**config.mk**
```make
export PLATFORM = sky130hd
export DESIGN_NAME = sc_global_vel_rotator
export DESIGN_NICKNAME = d
export VERILOG_FILES = /design/src/rtl/sc_global_vel_rotator_pkg.sv /design/src/rtl/sc_seq_mult_core.sv /design/src/rtl/sc_global_vel_rotator.sv
export SDC_FILE = /design/constraint.sdc
export NUM_CORES = 1
export LEC_CHECK = 0
export ABC_AREA = 1
export CELL_PAD_IN_SITES_DETAIL_PLACEMENT = 0
export CELL_PAD_IN_SITES_GLOBAL_PLACEMENT = 1
export CORE_MARGIN = 3
export CORE_UTILIZATION = 46
export DETAILED_ROUTE_END_ITERATION = 8
export DONT_BUFFER_PORTS = 1
export PLACE_DENSITY_LB_ADDON = 0.05
export SLEW_MARGIN = 0
export SYNTH_ARGS = -nofsm -noshare
export SYNTH_HDL_FRONTEND = slang
export SYNTH_SLANG_ARGS = --single-unit
```
**constraint.sdc**
```tcl
create_clock -name SC_GLOBAL_VEL_ROTATOR_CLOCK_50 -period 13.2 [get_ports SC_GLOBAL_VEL_ROTATOR_CLOCK_50]
set_input_delay 2.64 -clock SC_GLOBAL_VEL_ROTATOR_CLOCK_50 [delete_from_list [all_inputs] [get_ports SC_GLOBAL_VEL_ROTATOR_CLOCK_50]]
set_output_delay 2.64 -clock SC_GLOBAL_VEL_ROTATOR_CLOCK_50 [all_outputs]
set_load 0.005 [all_outputs]
```
**src/rtl/sc_global_vel_rotator_pkg.sv**
```systemverilog
// Shared FSM encoding and Q2.14 fixed-point constants for the global-velocity rotator.
package sc_global_vel_rotator_pkg;

  localparam int Q_FRAC_W = 14;
  localparam int Q_ONE    = 1 << Q_FRAC_W;
  localparam int Q_RND    = 1 << (Q_FRAC_W - 1);

  typedef enum logic [2:0] {
    ST_IDLE,
    ST_ISSUE,
    ST_WAIT,
    ST_ACC,
    ST_ROUND,
    ST_DONE
  } state_t;

endpackage

```
**src/rtl/sc_seq_mult_core.sv**
```systemverilog
// Radix-2 signed shift-add multiplier: DATA_W cycles per product, done in the last cycle.
module sc_seq_mult_core #(
  parameter int DATA_W = 16
) (
  input  logic                         clk,
  input  logic                         rst,
  input  logic                         go,
  input  logic signed [DATA_W-1:0]     a,
  input  logic signed [DATA_W-1:0]     b,
  output logic                         done,
  output logic signed [2*DATA_W-1:0]   product
);

  localparam int PW = 2 * DATA_W;
  localparam int CW = $clog2(DATA_W);
  localparam logic [CW-1:0] LAST = CW'(DATA_W - 1);

  logic signed [PW-1:0] mcand;
  logic [DATA_W-1:0]    mplier;
  logic [CW-1:0]        cnt;
  logic                 run;

  always_ff @(posedge clk or posedge rst) begin
    if (rst) begin
      mcand   <= '0;
      mplier  <= '0;
      cnt     <= '0;
      run     <= 1'b0;
      product <= '0;
    end else if (go) begin
      mcand   <= {{DATA_W{a[DATA_W-1]}}, a};
      mplier  <= b;
      cnt     <= '0;
      run     <= 1'b1;
      product <= '0;
    end else if (run) begin
      // The multiplier's sign bit carries weight -2^(DATA_W-1), so the last step subtracts.
      if (mplier[0]) begin
        product <= (cnt == LAST) ? product - mcand : product + mcand;
      end
      mcand  <= mcand <<< 1;
      mplier <= mplier >> 1;
      cnt    <= cnt + 1'b1;
      if (cnt == LAST) run <= 1'b0;
    end
  end

  assign done = run && (cnt == LAST);

endmodule

```
**src/rtl/sc_global_vel_rotator.sv**
```systemverilog
// Rotates robot-frame velocity into the global frame using four products on one shared multiplier.
// Fixed latency: start -> complete in 4*(DATA_W+2)+2 cycles; starts while busy are ignored.
module sc_global_vel_rotator
  import sc_global_vel_rotator_pkg::*;
#(
  parameter int DATA_W = 16,
  parameter int FRAC_W = Q_FRAC_W,
  parameter int OUT_W  = 16
) (
  input  logic                     SC_GLOBAL_VEL_ROTATOR_CLOCK_50,
  input  logic                     SC_GLOBAL_VEL_ROTATOR_RESET_InHigh,
  input  logic                     SC_GLOBAL_VEL_ROTATOR_start_InHigh,
  input  logic signed [DATA_W-1:0] SC_GLOBAL_VEL_ROTATOR_vx_In,
  input  logic signed [DATA_W-1:0] SC_GLOBAL_VEL_ROTATOR_vy_In,
  input  logic signed [DATA_W-1:0] SC_GLOBAL_VEL_ROTATOR_cos_In,
  input  logic signed [DATA_W-1:0] SC_GLOBAL_VEL_ROTATOR_sin_In,
  output logic signed [OUT_W-1:0]  SC_GLOBAL_VEL_ROTATOR_gx_Out,
  output logic signed [OUT_W-1:0]  SC_GLOBAL_VEL_ROTATOR_gy_Out,
  output logic                     SC_GLOBAL_VEL_ROTATOR_complete_Out,
  output logic                     SC_GLOBAL_VEL_ROTATOR_busy_Out,
  output logic                     SC_GLOBAL_VEL_ROTATOR_sat_Out
);

  localparam int PW = 2 * DATA_W;
  localparam int AW = 2 * DATA_W + 2;
  localparam logic signed [AW-1:0] RND  = {{(AW-1){1'b0}}, 1'b1} << (FRAC_W - 1);
  localparam logic signed [AW-1:0] MAXV = {{(AW-OUT_W+1){1'b0}}, {(OUT_W-1){1'b1}}};
  localparam logic signed [AW-1:0] MINV = {{(AW-OUT_W+1){1'b1}}, {(OUT_W-1){1'b0}}};

  logic clk, rst;
  assign clk = SC_GLOBAL_VEL_ROTATOR_CLOCK_50;
  assign rst = SC_GLOBAL_VEL_ROTATOR_RESET_InHigh;

  state_t state, state_nx;
  logic [1:0] k;
  logic signed [DATA_W-1:0] vx, vy, cs, sn;
  logic signed [DATA_W-1:0] mul_a, mul_b;
  logic signed [AW-1:0] acc_x, acc_y, rx, ry, prod_ext;
  logic signed [PW-1:0] product;
  logic signed [OUT_W-1:0] gx, gy;
  logic go, mul_done, sat;
  logic [OUT_W:0] cx, cy;

  sc_seq_mult_core #(.DATA_W(DATA_W)) u_core (
    .clk     (clk),
    .rst     (rst),
    .go      (go),
    .a       (mul_a),
    .b       (mul_b),
    .done    (mul_done),
    .product (product)
  );

  // Product order: vx*cos, vy*sin, vx*sin, vy*cos.
  always_comb begin
    mul_a = vx;
    mul_b = cs;
    case (k)
      2'd0: begin mul_a = vx; mul_b = cs; end
      2'd1: begin mul_a = vy; mul_b = sn; end
      2'd2: begin mul_a = vx; mul_b = sn; end
      default: begin mul_a = vy; mul_b = cs; end
    endcase
  end

  always_comb begin
    state_nx = state;
    go       = 1'b0;
    case (state)
      ST_IDLE:  if (SC_GLOBAL_VEL_ROTATOR_start_InHigh) state_nx = ST_ISSUE;
      ST_ISSUE: begin go = 1'b1; state_nx = ST_WAIT; end
      ST_WAIT:  if (mul_done) state_nx = ST_ACC;
      ST_ACC:   state_nx = (k == 2'd3) ? ST_ROUND : ST_ISSUE;
      ST_ROUND: state_nx = ST_DONE;
      ST_DONE:  state_nx = ST_IDLE;
      default:  state_nx = ST_IDLE;
    endcase
  end

  function automatic logic [OUT_W:0] clip(input logic signed [AW-1:0] v);
    if (v > MAXV)      clip = {1'b1, MAXV[OUT_W-1:0]};
    else if (v < MINV) clip = {1'b1, MINV[OUT_W-1:0]};
    else               clip = {1'b0, v[OUT_W-1:0]};
  endfunction

  assign prod_ext = {{(AW-PW){product[PW-1]}}, product};
  assign rx = (acc_x + RND) >>> FRAC_W;
  assign ry = (acc_y + RND) >>> FRAC_W;
  assign cx = clip(rx);
  assign cy = clip(ry);

  always_ff @(posedge clk or posedge rst) begin
    if (rst) begin
      state <= ST_IDLE;
      k     <= '0;
      vx    <= '0;
      vy    <= '0;
      cs    <= '0;
      sn    <= '0;
      acc_x <= '0;
      acc_y <= '0;
      gx    <= '0;
      gy    <= '0;
      sat   <= 1'b0;
    end else begin
      state <= state_nx;
      if (state == ST_IDLE && SC_GLOBAL_VEL_ROTATOR_start_InHigh) begin
        vx    <= SC_GLOBAL_VEL_ROTATOR_vx_In;
        vy    <= SC_GLOBAL_VEL_ROTATOR_vy_In;
        cs    <= SC_GLOBAL_VEL_ROTATOR_cos_In;
        sn    <= SC_GLOBAL_VEL_ROTATOR_sin_In;
        acc_x <= '0;
        acc_y <= '0;
        k     <= '0;
      end
      if (state == ST_ACC) begin
        case (k)
          2'd0:    acc_x <= acc_x + prod_ext;
          2'd1:    acc_x <= acc_x - prod_ext;
          default: acc_y <= acc_y + prod_ext;
        endcase
        k <= k + 1'b1;
      end
      if (state == ST_ROUND) begin
        gx  <= cx[OUT_W-1:0];
        gy  <= cy[OUT_W-1:0];
        sat <= cx[OUT_W] | cy[OUT_W];
      end
    end
  end

  assign SC_GLOBAL_VEL_ROTATOR_gx_Out       = gx;
  assign SC_GLOBAL_VEL_ROTATOR_gy_Out       = gy;
  assign SC_GLOBAL_VEL_ROTATOR_sat_Out      = sat;
  assign SC_GLOBAL_VEL_ROTATOR_complete_Out = (state == ST_DONE);
  assign SC_GLOBAL_VEL_ROTATOR_busy_Out     = (state != ST_IDLE);

endmodule

```
==> results summary, run 1 <==
Once layout is done, the placed cells without fillers occupy 0.02101 mm^2. The max-slew headroom at the worst pin came out at 0.2841. The cell at the root of the clock tree is sky130_fd_sc_hd__clkbuf_16.

Once routing completed, OpenROAD measured the worst setup slack at 8.965 ns. In the synthesized netlist, the number of instances is 2774. The post-synthesis net count is 2950. The warning count from the yosys run is 0.

Entering global routing, the biggest net connects 109 pins. In the global route stage, overall resource usage came out at 0.2697. The total leakage power is 0.01014 uW.

The number of buffers added to fix hold violations after cts came out at 0. Setup repair after global routing left no endpoint under its margin. The die outline area is 0.04477 mm^2.

Of the synthesized area, sequential elements account for 0.3282. STA puts the critical path data arrival time at 4.68 ns. The remaining routing DRC violations is 0. Of the cells placed in the final design, the portion with a size suffix greater than 1 is 0.07462. The routed design has 60.70 mm of wire. The layout net count is 2925.

The post-route core utilization came out at 0.5087. The clock insertion delay at the later pin of the skew report is 0.59 ns. The maximum buffer depth of the clock tree came out at 3. Dividing the detail-routed wire length by the instance count gives 18.36 um. The total congestion overflow is 0. The overall die width came out at 211.6 um. STA classifies the critical path startpoint as a register. The area of the core region came out at 0.04129 mm^2.

The power per cell area came out at 279.7 mW/mm^2. Gates resized during post-CTS repair numbered 0. The number of global-route vias before repair came out at 17500. Between clock sinks in the finished design, the worst skew comes to 0.01542 ns. The number of hold-slack violations in the final timing report came out at 0. Timing analysis after detailed placement gives a worst setup slack of 8.745 ns. The number of max-cap violations is 0. Setup violations remaining at the end of the flow were counted as 0. The run finished with clean final reports. The most common cell after layout, fill and taps aside is sky130_fd_sc_hd__nand2_1. In the layout the commonest cells are 741 x sky130_fd_sc_hd__nand2_1, 310 x sky130_fd_sc_hd__nor2_1, 276 x sky130_fd_sc_hd__inv_1, 255 x sky130_fd_sc_hd__dfrtp_1, 220 x sky130_fd_sc_hd__o21ai_0.

In this run the number of H-tree levels came out at 1. The classification of the worst setup path is register to register. The number of port buffers is 0. The standard cell area after detailed placement is 0.01991 mm^2.

For the worst setup path, the data required time is 13.64 ns. The flip-flop and latch count after synthesis came out at 255. The number of sinks on the clock net is 255.

The remaining antenna violation count after routing came out at 0. Compared with the post-synthesis result, the final layout area differs by 8.038%. After synthesis, the share of flip-flops with an asynchronous set or reset is 1.000. The highest ir drop seen on vdd is 0.1825 mV. In the routed layout, each cell is associated on average with a via count of 5.492.

The number of detailed-routing iterations run before antenna repair is 5. In this run the cell area of the synthesized design comes to 0.01944 mm^2. The total clock buffers created by CTS is 31. The number of buffers added for setup after CTS is 0.

For this run, the leading register cell type out of synthesis is sky130_fd_sc_hd__dfrtp_1. The maximum achievable frequency is 0.2361 GHz. Final hold analysis gives a worst-case slack of 0.4650 ns. Of all nets on the critical path, the largest fanout is 26.

STA classifies the critical path endpoint as a register. The average cell area after synthesis came out at 7.009 um^2. The final weighted congestion of routability-driven global placement came out at 0.9663. The count of flip-flops with a built-in enable after synthesis came out at 0.

The number of DRC markers after the initial detailed-route iteration came out at 1082. The path class of the tightest hold or removal check is register to register. The transition at the pin with the smallest max-transition slack is 1.074 ns.

The count of pins over their slew limit came out at 0. The height of the die came out at 211.6 um. The routed via count came out at 18160.

The initial antenna violation count is 0. The clock tree from TritonCTS is built. The total I/O pin count is 102. The initialized floorplan defines 74 standard-cell rows.

The clock-pin slew on the worst setup and hold paths is 0.06 ns. The post-route minimum period came out at 4.235 ns. The share of the clock period used by the worst path came out at 0.3208.

The sum of net half-perimeters after detailed placement came out at 47.71 mm. The initial cell density of the core is 0.4708. In the final timing run, aggregate negative setup slack is 0 ns. 0 antenna diodes ended up in the layout. The global-route wire length before repair came out at 96.18 mm.

The number of library cell types mapped by synthesis came out at 53.
==> layer usage <==
metal | track usage | wire [um] | share of wire | vias to the layer above
met2 | 0.4387 | 27460 | 0.45 | 452
met3 | 0.03142 | 2922 | 0.048 | 107
met4 | 0.09700 | 2513 | 0.041 | 0
li1 | - | - | - | 9130
met5 | 0 | 0 | 0 | -
met1 | 0.3727 | 27800 | 0.46 | 8466
==> path summary, 6_finish.rpt <==
kind	cells after the start	start	to	slack (ns)
max reg2reg	19	u_core.cnt[0]$_DFFE_PP0P_	u_core.product[20]$_DFFE_PP0P_	8.97
min in group asynchronous	1	SC_GLOBAL_VEL_ROTATOR_RESET_InHigh	acc_x[13]$_DFF_PP0_	1.99
min reg2reg	1	u_core.cnt[3]$_DFFE_PP0P_	u_core.cnt[3]$_DFFE_PP0P_	0.46
max in group asynchronous	2	SC_GLOBAL_VEL_ROTATOR_RESET_InHigh	u_core.mplier[13]$_DFFE_PP0P_	9.69
min	1	u_core.cnt[3]$_DFFE_PP0P_	u_core.cnt[3]$_DFFE_PP0P_	0.46
max	19	u_core.cnt[0]$_DFFE_PP0P_	u_core.product[20]$_DFFE_PP0P_	8.97
==> sequential cells by signal, summed over array words and instances, names as in the netlist <==
name / cells
vx: 16
cs: 16
acc_x: 34
sn: 16
state: 3
acc_y: 34
u_core.mplier: 16
u_core.mcand: 32
SC_GLOBAL_VEL_ROTATOR_gx_Out: 16
SC_GLOBAL_VEL_ROTATOR_sat_Out: 1
k: 2
u_core.product: 32
vy: 16
u_core.run: 1
u_core.cnt: 4
SC_GLOBAL_VEL_ROTATOR_gy_Out: 16
==> power by group <==
part | internal [uW] | switching [uW]
Combinational | 1200 | 2230
Clock | 550 | 366
Sequential | 1130 | 397
==> cells by family (layout without fill, tap and decap cells) <==
family                     after synthesis  in the layout  synth area share
buffers and inverters                  361            361           0.07317
DFF                                    255            255            0.3282
and+or+nand+nor                       1359           1359            0.2940
AOI/OAI and AO/OA                      517            517            0.1473
xor gates and xnor gates               110            110           0.04955
muxes                                   63             63           0.03649
adders and majority gates              109            109           0.07130
==> final cells by class <==
class | instances | area (um^2)
sequential | 255 | 6381
inverter | 289 | 1092
clock buffer | 37 | 828.3
clock inverter | 21 | 267.8
tap | 532 | 665.6
timing repair buffer | 14 | 105.1
fill | 4250 | 20290
multi-input combinational | 2158 | 11660
==> worst max-delay path: stages (launching register included) <==
cell and delay (ns):
sky130_fd_sc_hd__dfrtp_1 0.36, sky130_fd_sc_hd__ha_1 0.18, sky130_fd_sc_hd__inv_1 0.07, sky130_fd_sc_hd__nor3_2 0.12
sky130_fd_sc_hd__buf_4 0.23, sky130_fd_sc_hd__clkinv_1 0.57, sky130_fd_sc_hd__o21ai_0 0.37, sky130_fd_sc_hd__nand2_1 0.10
sky130_fd_sc_hd__xor2_1 0.13, sky130_fd_sc_hd__inv_1 0.07, sky130_fd_sc_hd__ha_1 0.37, sky130_fd_sc_hd__nand2_1 0.15
sky130_fd_sc_hd__nor2_1 0.30, sky130_fd_sc_hd__nand4_1 0.13, sky130_fd_sc_hd__o211ai_1 0.48, sky130_fd_sc_hd__nand2_1 0.10
sky130_fd_sc_hd__nand2_1 0.09, sky130_fd_sc_hd__a21oi_1 0.06, sky130_fd_sc_hd__o21ai_0 0.11, sky130_fd_sc_hd__o21ai_0 0.10
==> per-stage QoR <==
step	cells	total power [uW]
2_1_floorplan	2774	3979
3_3_place_gp	3248	4895
3_5_place_dp	3248	4950
4_1_cts	3306	5896
5_1_grt	3306	6446
6_report	3306	5876
==> cell usage after synthesis (all sizes together) (2+ instances only) <==
cell type / n / share of area
fa: 3 / 0.0031
nor3: 38 / 0.011
o31ai: 3 / 0.0012
xor2: 79 / 0.036
nor2: 326 / 0.067
a21o: 10 / 0.0039
clkbuf: 42 / 0.0081
a22o: 3 / 0.0014
clkinv: 3 / 0.00058
a21oi: 183 / 0.049
nand3b: 11 / 0.0049
and3: 4 / 0.0013
mux2: 63 / 0.036
a31oi: 6 / 0.0019
o21ai: 236 / 0.061
o22ai: 32 / 0.010
and2: 2 / 0.00064
inv: 286 / 0.055
xnor2: 31 / 0.014
o21bai: 7 / 0.0033
dfrtp: 255 / 0.33
a21boi: 5 / 0.0019
o311ai: 15 / 0.0068
nand2: 759 / 0.15
o211ai: 6 / 0.0023
o21a: 8 / 0.0031
or2: 7 / 0.0023
a31o: 2 / 0.00090
nor4: 11 / 0.0035
nand4: 27 / 0.0087
ha: 106 / 0.068
nand3: 174 / 0.046
buf: 30 / 0.0093
No activity file was read; power rests on OpenSTA's default activity.
==> run 2, diff against run 1 <==
- CORE_UTILIZATION: 46 -> 43
- clock period: 13.2 -> 3.6 ns (I/O delays scaled with it)
==> run 2 against run 1 <==
Via count up 1.5%. Power grew to 3.8 times the previous value. Count of clock-buffer cells in the layout rose by 7. Critical path depth is 2 lower.
==> results summary, run 2 (same netlist as run 1, synthesis figures left out) <==
The flow ran to the end, and the final reports show no timing, DRC or antenna violations. The number of hold-slack violations in the final timing report came out at 0 (unchanged). The number of H-tree branching levels came out at 2 (+1).

TritonCTS built the clock tree. The die outline area came out at 0.04780 mm^2 (+6.8%). The number of detailed-routing iterations run before antenna repair was 6 (+1). The power per cell area was 1031 mW/mm^2 (+270%). The combinational fraction of design power came out at 0.607 (+0.023). The transition at the pin with the smallest max-transition slack is 0.9456 ns (-0.1282 ns). The initial antenna violation count came out at 0 (unchanged). The via-per-instance ratio came out at 5.371 (-2.2%). The routed wire length per instance is 18.52 um (+0.90%). The count of pins over their slew limit is 0 (unchanged). The layout net count came out at 2993 (+2.3%). The summed negative setup slack over all endpoints came to 0 ns (unchanged).

The clock insertion delay at the later pin of the skew report is 0.55 ns (-0.04 ns). The area added between synthesis and finish came out at 11.98%. The final weighted congestion of routability-driven global placement was 0.9374 (-3.0%).

The number of global-route vias before repair was 17870 (+2.1%). The largest registers in the layout are acc_x x34, acc_y x34. Setup repair after global routing could not meet its margin everywhere.

The sum of net half-perimeters after detailed placement came out at 50.38 mm (+5.6%). The remaining routing DRC violations came to 0 (unchanged). The maximum buffer depth of the clock tree is 3 (unchanged). The total clock buffers created by CTS came out at 34 (+9.7%).

The total leakage power is 0.01046 uW (+3.2%). The post-route core utilization is 0.4902 (-0.01848). The number of DRC markers after the initial detailed-route iteration is 1030 (-4.8%). The worst endpoint data arrival time came out at 3.72 ns (-0.96 ns). Leaving out fill and tap cells, the most frequent cells in the layout are 738 x sky130_fd_sc_hd__nand2_1, 298 x sky130_fd_sc_hd__nor2_1, 273 x sky130_fd_sc_hd__inv_1, 255 x sky130_fd_sc_hd__dfrtp_1, 212 x sky130_fd_sc_hd__o21ai_0. The routed via count came out at 18420 (+1.5%). The library cell used most frequently in the layout, excluding fill and tap cells, is sky130_fd_sc_hd__nand2_1. The post-route clock skew came out at 0.02803 ns (+0.01261 ns).

The pin count of the biggest net entering global routing came to 105 (-3.7%). The global-route wire length before repair is 100.4 mm (+4.4%). The number of sinks on the clock net is 255 (unchanged). The setup path with the least slack is of type register to register. STA classifies the critical path endpoint as a register. The post-route minimum period came to 3.309 ns (-0.9261 ns). The minimum setup slack among reg-to-reg paths came out at 0.29 ns (-8.67 ns).

The standard-cell row count came to 77 (+4.1%). The initial cell density of the core is 0.4378 (-0.03307). The total congestion overflow came out at 0 (unchanged).

The share of cells above drive strength 1 is 0.1099 (+0.03532). The overall die width came out at 218.6 um (+3.3%). The clock-pin slew on the worst setup and hold paths came out at 0.06 ns (about the same). The number of max-cap violations is 0 (unchanged). The share of the clock period used by the worst path is 0.9191 (+0.5983). The highest ir drop seen on vdd is 0.5450 mV (+200%). The total wire length came out at 63.54 mm (+4.7%). The remaining antenna violation count after routing is 0 (unchanged). The cell-internal power came out at 11090 uW (+290%).

The maximum achievable frequency is 0.3022 GHz (+28%). The net switching power of the design was 11370 uW (+280%). The max-slew headroom at the worst pin came out at 0.3654 (+0.08126). The number of inserted diodes came out at 0 (unchanged). The total I/O pin count is 102 (unchanged). The biggest fanout along the worst timing path came out at 5 (-81%).

The share of total power in sequential cells is 0.243 (-0.017). The kind of start point of the critical path is a register. The area of the core region came out at 0.04441 mm^2 (+7.6%). The proportion of power drawn by the clock network was 0.151 (-0.005). The height of the die came out at 218.6 um (+3.3%). Clock tree synthesis selected as its root buffer the cell sky130_fd_sc_hd__clkbuf_16. The final number of setup-violating endpoints is 0 (unchanged).

In this run the worst hold path is classified as primary input to asynchronous set/reset pin. The net switching share of the total power is 0.5063 (-0.003849). The number of port buffers came out at 0 (unchanged). The data required time at the worst endpoint is 4.01 ns (-9.63 ns). The overall routing resource usage came out at 0.2668 (-0.002906).
-- run 2: changes by cell type in the layout (fill, tap and decap cells not counted), sizes merged --
cell / before / now
inv: 290 / 287
buf: 14 / 79
clkinv: 12 / 10
bufinv: 5 / 2
clkbuf: 37 / 44
-- run 2: worst paths after layout --
kind | start | end | cells past startpoint
max | u_core.mcand[2]$_DFFE_PP0P_ | u_core.product[20]$_DFFE_PP0P_ | 17
min | SC_GLOBAL_VEL_ROTATOR_RESET_InHigh | u_core.product[2]$_DFFE_PP0P_ | 1
max reg2reg | u_core.mcand[2]$_DFFE_PP0P_ | u_core.product[20]$_DFFE_PP0P_ | 17
min reg2reg | u_core.cnt[3]$_DFFE_PP0P_ | u_core.cnt[3]$_DFFE_PP0P_ | 1
max in group asynchronous | SC_GLOBAL_VEL_ROTATOR_RESET_InHigh | sn[5]$_DFFE_PP0P_ | 2
min in group SC_GLOBAL_VEL_ROTATOR_CLOCK_50 | SC_GLOBAL_VEL_ROTATOR_vx_In[3] | vx[3]$_DFFE_PP0P_ | 1
-- run 2: per-layer routing --
metal | vias up | global-route usage | share of wire
li1 | 9236 | - | -
met5 | - | 0 | 0
met1 | 8691 | 0.3625 | 0.46
met2 | 407 | 0.4487 | 0.47
met3 | 88 | 0.03268 | 0.042
met4 | 0 | 0.07306 | 0.028
-- run 2: layout make-up --
class	instances	area [um^2]
inverters	289	1089
fillers	4600	22640
clock buffers	44	938.4
clock inverters	13	153.9
multi-input cells	2158	11850
well taps	592	740.7
flip-flops and latches	255	6381
repair buffers	79	618.1
-- run 2: critical path, stage by stage (launching register included) --
cell and delay [ns]:
sky130_fd_sc_hd__dfrtp_1 0.41, sky130_fd_sc_hd__inv_2 0.12, sky130_fd_sc_hd__nand3_1 0.14, sky130_fd_sc_hd__nor3_2 0.14
sky130_fd_sc_hd__buf_4 0.16, sky130_fd_sc_hd__nand2_1 0.09, sky130_fd_sc_hd__or2_1 0.26, sky130_fd_sc_hd__o21ai_1 0.15
sky130_fd_sc_hd__xor2_1 0.16, sky130_fd_sc_hd__inv_1 0.08, sky130_fd_sc_hd__ha_2 0.31, sky130_fd_sc_hd__a21o_1 0.20
sky130_fd_sc_hd__a21oi_1 0.17, sky130_fd_sc_hd__o21ai_1 0.12, sky130_fd_sc_hd__inv_1 0.06, sky130_fd_sc_hd__nand2_1 0.07
sky130_fd_sc_hd__o21ai_0 0.35, sky130_fd_sc_hd__o21ai_0 0.15
-- run 2: power by group through the flow --
stage               logic, uW  registers, uW  clock network [uW]
floorplan                9620           4980                   0
global placement        13100           5450                   0
detailed placement      13200           5490                   0
CTS                     13300           5440                3480
global route            15400           5620                3580
finish                  13600           5450                3380
-- run 2: stage by stage --
| stage | instances | setup WS [ns] | hold WS, ns | instance area, um^2 | total power, uW |
|---|---|---|---|---|---|
| after floorplan | 2774 | -0.4776 | 0.4336 | 19450 | 14590 |
| after global placement | 3365 | 0.03306 | 0.4541 | 20430 | 18600 |
| after detailed placement | 3365 | 0.006210 | 0.4697 | 20430 | 18700 |
| after CTS | 3422 | 0.001247 | 0.06189 | 21530 | 22200 |
| after global routing | 3430 | -0.07482 | 0.09085 | 21770 | 24580 |
| final | 3430 | 0.2913 | 0.07686 | 21770 | 22450 |
-- run 2: timing repair --
| action | CTS | global route |
|---|---|---|
| resized for setup | 1 | 57 |
| pin swaps | 0 | 15 |
| buffers inserted | 0 | 8 |
| hold buffers | 0 | 0 |
| setup endpoints to repair | 1 | 24 |
